### config.mk
export PLATFORM = sky130hd
export DESIGN_NAME = uart_rx_flat
export DESIGN_NICKNAME = d
export VERILOG_FILES = /design/src/rtl/uart_pkg.sv /design/src/rtl/uart_rx_if.sv /design/src/rtl/sync_2ff.sv /design/src/rtl/uart_rx.sv /design/src/flat_wrapper.sv
export SDC_FILE = /design/constraint.sdc
export NUM_CORES = 1
export LEC_CHECK = 0
export CAP_MARGIN = 5
export CORE_MARGIN = 5
export CORE_UTILIZATION = 40
export DETAILED_ROUTE_END_ITERATION = 7
export GPL_TIMING_DRIVEN = 0
export PLACE_DENSITY = 0.56
export SETUP_SLACK_MARGIN = 0.2
export SLEW_MARGIN = 20
export SYNTH_ARGS = -nofsm -noshare
export SYNTH_HDL_FRONTEND = slang
export SYNTH_SLANG_ARGS = --single-unit
### constraint.sdc
create_clock -name reg_clk -period 3.03 [get_ports reg_clk]
set_clock_uncertainty 0.1 [all_clocks]
set_input_delay 0.4545 -clock reg_clk [delete_from_list [all_inputs] [get_ports reg_clk]]
set_output_delay 0.4545 -clock reg_clk [all_outputs]
set_load 0.005 [all_outputs]
### src/rtl/uart_pkg.sv
// Shared UART definitions: frame geometry, parity modes and receiver state encoding.
package uart_pkg;

  localparam int UART_DATA_BITS      = 8;
  localparam int UART_FRAME_BITS     = 11;
  localparam int UART_OVERSAMPLE_DEF = 16;

  localparam bit UART_PAR_EVEN = 1'b0;
  localparam bit UART_PAR_ODD  = 1'b1;

  typedef enum logic [2:0] {
    RX_IDLE,
    RX_START,
    RX_DATA,
    RX_PARITY,
    RX_STOP,
    RX_WAIT_HIGH
  } rx_state_e;

endpackage

### src/rtl/uart_rx_if.sv
// Parallel side of the UART receiver: received byte, frame strobe and status.
interface uart_rx_if;
  import uart_pkg::*;

  logic [UART_DATA_BITS-1:0] p_data_out;
  logic                      data_valid;
  logic                      parity_err;
  logic                      frame_err;
  logic                      rx_busy;

  modport master (
    output p_data_out,
    output data_valid,
    output parity_err,
    output frame_err,
    output rx_busy
  );

  modport slave (
    input p_data_out,
    input data_valid,
    input parity_err,
    input frame_err,
    input rx_busy
  );

endinterface

### src/rtl/sync_2ff.sv
// Two-flop synchronizer for a single asynchronous input.
module sync_2ff #(
  parameter bit RST_VAL = 1'b1
) (
  input  logic clk,
  input  logic rst,
  input  logic d,
  output logic q
);

  logic meta_q;
  logic sync_q;

  always_ff @(posedge clk or posedge rst) begin
    if (rst) begin
      meta_q <= RST_VAL;
      sync_q <= RST_VAL;
    end else begin
      meta_q <= d;
      sync_q <= meta_q;
    end
  end

  assign q = sync_q;

endmodule

### src/rtl/uart_rx.sv
// Oversampling UART receiver: start, 8 data LSB first, parity, stop.
module uart_rx
  import uart_pkg::*;
#(
  parameter int OVERSAMPLE = UART_OVERSAMPLE_DEF,
  parameter bit PARITY_ODD = UART_PAR_EVEN
) (
  input  logic      reg_clk,
  input  logic      reg_rst,
  input  logic      serial_in,
  uart_rx_if.master rx
);

  localparam int CW = $clog2(OVERSAMPLE);
  localparam logic [CW-1:0] HALF_M1 = CW'(OVERSAMPLE / 2 - 1);
  localparam logic [CW-1:0] FULL_M1 = CW'(OVERSAMPLE - 1);
  localparam logic [2:0]    LAST_IDX = 3'(UART_DATA_BITS - 1);

  logic rx_s;

  rx_state_e state_q, state_d;
  logic [CW-1:0] cnt_q, cnt_d;
  logic [2:0] idx_q, idx_d;
  logic [UART_DATA_BITS-1:0] sh_q, sh_d;
  logic perr_q, perr_d;
  logic [UART_DATA_BITS-1:0] data_q, data_d;
  logic valid_q, valid_d;
  logic par_err_q, par_err_d;
  logic frm_err_q, frm_err_d;

  sync_2ff #(.RST_VAL(1'b1)) u_sync (
    .clk (reg_clk),
    .rst (reg_rst),
    .d   (serial_in),
    .q   (rx_s)
  );

  always_comb begin
    state_d   = state_q;
    cnt_d     = cnt_q;
    idx_d     = idx_q;
    sh_d      = sh_q;
    perr_d    = perr_q;
    data_d    = data_q;
    valid_d   = 1'b0;
    par_err_d = par_err_q;
    frm_err_d = frm_err_q;
    unique case (state_q)
      RX_IDLE: begin
        if (!rx_s) begin
          state_d = RX_START;
          cnt_d   = '0;
        end
      end
      RX_START: begin
        if (cnt_q == HALF_M1) begin
          cnt_d   = '0;
          idx_d   = '0;
          // A start bit that is high again at mid-bit was only a glitch
          state_d = rx_s ? RX_IDLE : RX_DATA;
        end else begin
          cnt_d = cnt_q + 1'b1;
        end
      end
      RX_DATA: begin
        if (cnt_q == FULL_M1) begin
          cnt_d = '0;
          sh_d  = {rx_s, sh_q[UART_DATA_BITS-1:1]};
          if (idx_q == LAST_IDX) state_d = RX_PARITY;
          else idx_d = idx_q + 1'b1;
        end else begin
          cnt_d = cnt_q + 1'b1;
        end
      end
      RX_PARITY: begin
        if (cnt_q == FULL_M1) begin
          cnt_d   = '0;
          perr_d  = rx_s ^ (^sh_q) ^ PARITY_ODD;
          state_d = RX_STOP;
        end else begin
          cnt_d = cnt_q + 1'b1;
        end
      end
      RX_STOP: begin
        if (cnt_q == FULL_M1) begin
          cnt_d     = '0;
          data_d    = sh_q;
          par_err_d = perr_q;
          frm_err_d = ~rx_s;
          valid_d   = 1'b1;
          state_d   = rx_s ? RX_IDLE : RX_WAIT_HIGH;
        end else begin
          cnt_d = cnt_q + 1'b1;
        end
      end
      RX_WAIT_HIGH: begin
        // A held-low (break) line must not look like a new start bit
        if (rx_s) state_d = RX_IDLE;
      end
      default: state_d = RX_IDLE;
    endcase
  end

  always_ff @(posedge reg_clk or posedge reg_rst) begin
    if (reg_rst) begin
      state_q   <= RX_IDLE;
      cnt_q     <= '0;
      idx_q     <= '0;
      sh_q      <= '0;
      perr_q    <= 1'b0;
      data_q    <= '0;
      valid_q   <= 1'b0;
      par_err_q <= 1'b0;
      frm_err_q <= 1'b0;
    end else begin
      state_q   <= state_d;
      cnt_q     <= cnt_d;
      idx_q     <= idx_d;
      sh_q      <= sh_d;
      perr_q    <= perr_d;
      data_q    <= data_d;
      valid_q   <= valid_d;
      par_err_q <= par_err_d;
      frm_err_q <= frm_err_d;
    end
  end

  assign rx.p_data_out = data_q;
  assign rx.data_valid = valid_q;
  assign rx.parity_err = par_err_q;
  assign rx.frame_err  = frm_err_q;
  assign rx.rx_busy    = (state_q != RX_IDLE);

endmodule

### src/flat_wrapper.sv
// flat-port wrapper written by rule: the top's interface ports become plain ports
module uart_rx_flat import uart_pkg::*;
#(
  parameter int OVERSAMPLE = UART_OVERSAMPLE_DEF,
  parameter bit PARITY_ODD = UART_PAR_EVEN
)
  (reg_clk, reg_rst, serial_in, rx_p_data_out, rx_data_valid, rx_parity_err, rx_frame_err, rx_rx_busy);
  uart_rx_if rx_i ();
  input  logic reg_clk;
  input  logic reg_rst;
  input  logic serial_in;
  output wire logic [$bits(rx_i.p_data_out)-1:0] rx_p_data_out;
  output wire logic [$bits(rx_i.data_valid)-1:0] rx_data_valid;
  output wire logic [$bits(rx_i.parity_err)-1:0] rx_parity_err;
  output wire logic [$bits(rx_i.frame_err)-1:0] rx_frame_err;
  output wire logic [$bits(rx_i.rx_busy)-1:0] rx_rx_busy;
  assign rx_p_data_out = rx_i.p_data_out;
  assign rx_data_valid = rx_i.data_valid;
  assign rx_parity_err = rx_i.parity_err;
  assign rx_frame_err = rx_i.frame_err;
  assign rx_rx_busy = rx_i.rx_busy;
  uart_rx #(.OVERSAMPLE(OVERSAMPLE), .PARITY_ODD(PARITY_ODD)) u_core (.reg_clk(reg_clk), .reg_rst(reg_rst), .serial_in(serial_in), .rx(rx_i));
endmodule
# --- Word level (Yosys, flattened, before mapping) ---
# Cells that the tools add are included.
word_totals:
  reg_bits: 32
  inputBits: 3
  word_cells: 63
  out_inout_bits: 12
classes:
  eq_ne: 16
  n_addsub: 2
  bitwise_logic: 2
  reduce_logical: 12
  mux: 20
ops:
  columns: ["op", "count"]
  rows:
  - ["$mux 3", 11]
  - ["$pmux 3 s6", 1]
  - ["$mux 4", 3]
  - ["$pmux 4 s3", 1]
  - ["$ne 2x1->1 const B", 5]
  - ["$eq 3x3->1 const B", 3]
  - ["$reduce_and 2->1", 4]
  - ["$reduce_xor 8->1", 1]
  - ["$reduce_and 7->1", 1]
  - ["$eq 3x2->1 const B", 2]
  - ["$ne 2x2->1 const B", 3]
  - ["$pmux 3 s2", 1]
  - ["$reduce_bool 3->1", 2]
  - ["$add 4x1->4 const B", 1]
  - ["$eq 4x3->1 const B", 1]
  - ["$eq 4x4->1 const B", 1]
  - ["$reduce_and 4->1", 1]
  - ["$add 3x1->3 const B", 1]
  - ["$eq 3x1->1 const B", 1]
  - ["$logic_not 3->1", 1]
  - ["$reduce_or 3->1", 1]
  - ["$mux 1", 2]
  - ["$mux 2", 1]
  - ["$reduce_bool 2->1", 1]
  - ["2 further kinds", 2]

# --- Logic depth before layout (Yosys ltp) ---
depth:
  depth_word: 4
  ltp_mapped: 6
  depth_no_buf: 5

# --- Cells and area by module ---
# Synthesis repeated with hierarchy kept, for this count alone.
hier_totals:
  hier_cells: 117
  hier_area_um2: 1526.5
by_module_without_submodules:
  columns: ["mod", "n_inst", "cells_each", "area_per_inst_um2"]
  rows:
  - ["uart_rx", 1, 114, 1470.2]
  - ["sync_2ff", 1, 3, 56.3]

# --- Least setup slack after synthesis ---
# OpenSTA, ideal clock, no wires.
synth_path:
  path_type: "reg-to-reg"
  from: "reg u_core.cnt_q[0]"
  to: "reg u_core.idx_q[1]"
  t_arrival_ps: 1573
  path_slack_ps: 1232
  required_ps: 2805
  setup_time_ps: 125
  period_less_slack_ps: 1798
  n_path_buf: 1
  stages_incl_launch_ff: 7
  path_cell_list: "dfrtp_1 -> ha_1 -> and3_4 -> and3_4 -> buf_6 -> a32oi_4 -> mux2_4"
synth_between:
  elab_chain_len: 3
  word_cells_on_any_way: 5
  classes_between: "4 x eq/ne; 1 x reduce/logical"
synth_rtl:
  columns: ["element", "line", "source"]
  rows:
  - ["from (decl)", "uart_rx.sv:22", "logic [CW-1:0] cnt_q, cnt_d;"]
  - ["from (signal assigned)", "uart_rx.sv:117", "cnt_q <= cnt_d;"]
  - ["$eq 4x4->1 or $eq 4x3->1 (tied branches)", "uart_rx.sv:66, uart_rx.sv:56", null]
  - ["$ne 2x1->1 (no line)", null, null]
  - ["$reduce_and 4->1 (no line) *", null, null]
  - ["to (signal assigned)", "uart_rx.sv:118", "idx_q <= idx_d;"]
  - ["to (decl)", "uart_rx.sv:23", "logic [2:0] idx_q, idx_d;"]
# Mark *: on every way between the ends. The rest lies on a longest branch, timed or not.
# A chain may end at the register's enable or synchronous reset.

# --- Worst setup path in the final report ---
layout_path:
  from: "reg u_core.state_q[2]"
  to: "out rx_rx_busy"
layout_between:
  elab_chain_len: 1
layout_rtl:
  columns: ["element", "line", "source"]
  rows:
  - ["from (decl)", "uart_rx.sv:21", "rx_state_e state_q, state_d;"]
  - ["from (signal assigned)", "uart_rx.sv:116", "state_q <= state_d;"]
  - ["$reduce_bool 3->1", "uart_rx.sv:132", "assign rx.rx_busy = (state_q != RX_IDLE);"]
  - ["to (decl)", "flat_wrapper.sv:16", "output wire logic [$bits(rx_i.rx_busy)-1:0] rx_rx_busy;"]
# Every way passes these cells.

==> metrics <==
status=finished, final reports clean; Pwr per Cell Area=641 nW/µm²; Leakage Power=0.893 nW; Hold Startpoint=u_core.u_sync.meta_q; Reg clk slew, reported paths=0.06 ns; CTS root buf=clkbuf_8; htree depth=2; GRT Total Usage=12.2%; die outline area=5320 µm²; Synth Area per Inst=12.7 µm²; # setup viols final=0; clock buffer depth=2; synthesized area=1580 µm²; chip height=about 73 µm; Worst-Margin Slew=between 0.6 and 0.7 ns; row cnt=22; WP data arrival=1.75 ns; DRT Pass-1 Iters=4; setup TNS=0 ns; total length of routed wires=2690 µm; RSZ-0062 raised after global routing=no; CP max stage cell=clkdlybuf4s50_1; area leader, netlist=dfrtp_1; worst path required time=2.48 ns; Detail Route Antenna Nets=0; Post-route DRC=0; Final HPWL DP=1900 µm; clock sink total=32; final period utilization=76.1%; quantity of gates resized following cts=0; fin. max-slew vios=0; FMAX=434 MHz; I/O pins=15; die span in x=about 73 µm; critical path cell sequence=buf_2, or3_1, clkdlybuf4s50_1; Final #Nets=152; Hold Path Depth=0; wire per inst=13.8 µm; starting density of the core=42.3%; floorplan core area=3740 µm²; cell count after synthesis=125; FF-to-FF Start=u_core.cnt_q[0]; max_slew headroom=55.7%; largest net degree at the start of global routing=33; total setup buffers inserted after CTS=0; fin cells=just under 200; routability cong.=about 0.74; final hold viol count=0; routed via count=979; max-cap viol count=0; main area contributors after synthesis=dfrtp_1 47%, mux2_2 8.5%, mux2_1 5.0%, dfstp_2 3.3%, ha_1 2.4%; Distinct cells, synth=40; clock buffer count from CTS=5; min Tclk post-route=between 2 and 2.5 ns; 1st-iter DRT viols=74; grt total ovfl=0; endpoint class of the critical path=output port; crit start category=flip-flop; CTS tree=built; worst hold endpoint=u_core.u_sync.q; FF+latch count, synth=32; vias per inst=5.02; R2R cell count=6; Worst Setup Path Type=flip-flop to output port; Worst path max stage delay=0.45 ns; CP Max Fanout=10; worst flop-to-flop path endpoint=u_core.idx_q[2]; setup slack, reg-to-reg=roughly 1.1 ns; Area Overhead vs Synth=18.3%; placed cell count=between 150 and 200; first-pass GRT wire length=4840 µm; Ys Warns=0; share of cells above drive strength 1=25.9%; # port buffers=14; worst skew pair latency=roughly 0.28 ns; antenna violations before repair=0; Synth top area share=47.4%; total power=1.20 mW; Hold Path Class=flip-flop to flip-flop; syn nets=~130; Peak supply drop=about 0.30 mV; Seq/Total Area, Yosys=50.8%; Post-CTS Hold Fix Bufs=0; vias in the first global route=1073; Antenna diodes=0
==> cells in the mapped netlist (all sizes together) <==
cell,instances
dfrtp,30
mux2,21
nor2,8
buf,7
inv,7
o21ai,5
xnor2,5
and3,4
nand2,4
a21oi,3
a311oi,3
ha,3
nand3,3
a211oi,2
a31oi,2
and2,2
dfstp,2
or3,2
a2111oi,1
a21o,1
a32oi,1
mux2i,1
nand2b,1
nor2b,1
nor3,1
nor3b,1
o22ai,1
or3b,1
xnor3,1
xor2,1
==> layout by cell type, fill, tap and decap left out, types with 2 or more instances in the layout <==
| cell type | netlist | layout |
|---|---|---|
| nand2_1 | 4 | 4 |
| a31oi_1 | 2 | 2 |
| a211oi_1 | 2 | 2 |
| nand3_1 | 2 | 2 |
| mux2_2 | 12 | 12 |
| clkbuf_1 | 0 | 2 |
| buf_4 | 2 | 2 |
| o21ai_0 | 2 | 2 |
| mux2_4 | 2 | 2 |
| dfrtp_1 | 30 | 30 |
| dfstp_2 | 2 | 2 |
| a21oi_1 | 2 | 2 |
| and3_1 | 2 | 2 |
| and2_1 | 2 | 2 |
| nor2_1 | 7 | 7 |
| and3_4 | 2 | 2 |
| o21ai_1 | 3 | 3 |
| mux2_1 | 7 | 7 |
| xnor2_1 | 4 | 4 |
| or3_1 | 2 | 2 |
| clkdlybuf4s50_1 | 0 | 14 |
| buf_2 | 4 | 4 |
| inv_1 | 7 | 6 |
| clkbuf_8 | 0 | 6 |
| a311oi_1 | 3 | 3 |
| ha_1 | 3 | 3 |
==> worst max path at each step <==
| stage | start | to | slack [ns] | cells past startpoint |
|---|---|---|---|---|
| finish | u_core.state_q[2] | rx_rx_busy | 0.72 | 3 |
| CTS | u_core.state_q[2] | rx_rx_busy | 0.70 | 3 |
| detailed placement | u_core.state_q[2] | rx_rx_busy | 1.01 | 3 |
| global route | u_core.state_q[2] | rx_rx_busy | 0.66 | 3 |
| floorplan | u_core.cnt_q[0] | u_core.idx_q[1] | 1.23 | 6 |
| global placement | reg_rst | u_core.rx.p_data_out[2] | 0.99 | 2 |
==> flip-flops by register name (all words and copies together) (netlist names) <==
name and count:
u_core.u_sync.meta_q 1, u_core.rx.parity_err 1, u_core.rx.frame_err 1, u_core.u_sync.q 1, u_core.rx.p_data_out 8, u_core.rx.data_valid 1, u_core.state_q 3, u_core.cnt_q 4
u_core.sh_q 8, u_core.perr_q 1, u_core.idx_q 3
==> worst max-delay path, delay by kind of cell, from the launching register on <==
kind | cells | cell delay, ns
and+or+nand+nor | 1 | 0.37
buffers and inverters | 2 | 0.66
DFF | 1 | 0.44
==> power breakdown <==
part / switching (mW) / internal [mW] / leakage (nW)
clock: 0.142 / 0.185 / 0.0455
combinational: 0.201 / 0.152 / 0.416
sequential: 0.0457 / 0.475 / 0.432
==> per-stage QoR <==
step	hold WS, ns	worst slack [ns]	area (µm²)	util, %
detailed placement	0.247	1.01	1780	47.6
CTS	0.256	0.703	1870	50.0
floorplan	0.245	1.23	1580	-
global route	0.257	0.660	1870	50.0
global placement	0.245	0.992	1780	47.6
finish	0.255	0.724	1870	50.0
==> final cells by class <==
type,count,area (µm²)
multi-input combinational,79,707
fill,350,1870
inverter,7,26.3
tap,48,60.1
buffer,7,46.3
timing repair buffer,14,140
sequential,32,803
clock buffer,8,90.1
==> cell families after synthesis <==
| group | after synthesis | synth area share, % |
|---|---|---|
| xor+xnor | 7 | 5.22 |
| mux | 22 | 16.0 |
| flops | 32 | 50.8 |
| fa+ha+maj | 3 | 2.37 |
| simple gates | 28 | 10.5 |
| buf+inv | 14 | 4.59 |
| compound gates | 19 | 10.5 |
==> per-layer routing <==
| layer | track usage [%] | share of wire (%) | vias to the layer above |
|---|---|---|---|
| li1 | - | - | 481 |
| met1 | 13.7 | 45 | 478 |
| met2 | 20.1 | 50 | 15 |
| met3 | 4.55 | 3.3 | 5 |
| met4 | 6.15 | 1.8 | 0 |
| met5 | 0 | 0 | - |
No activity file was read; power rests on OpenSTA's default activity.
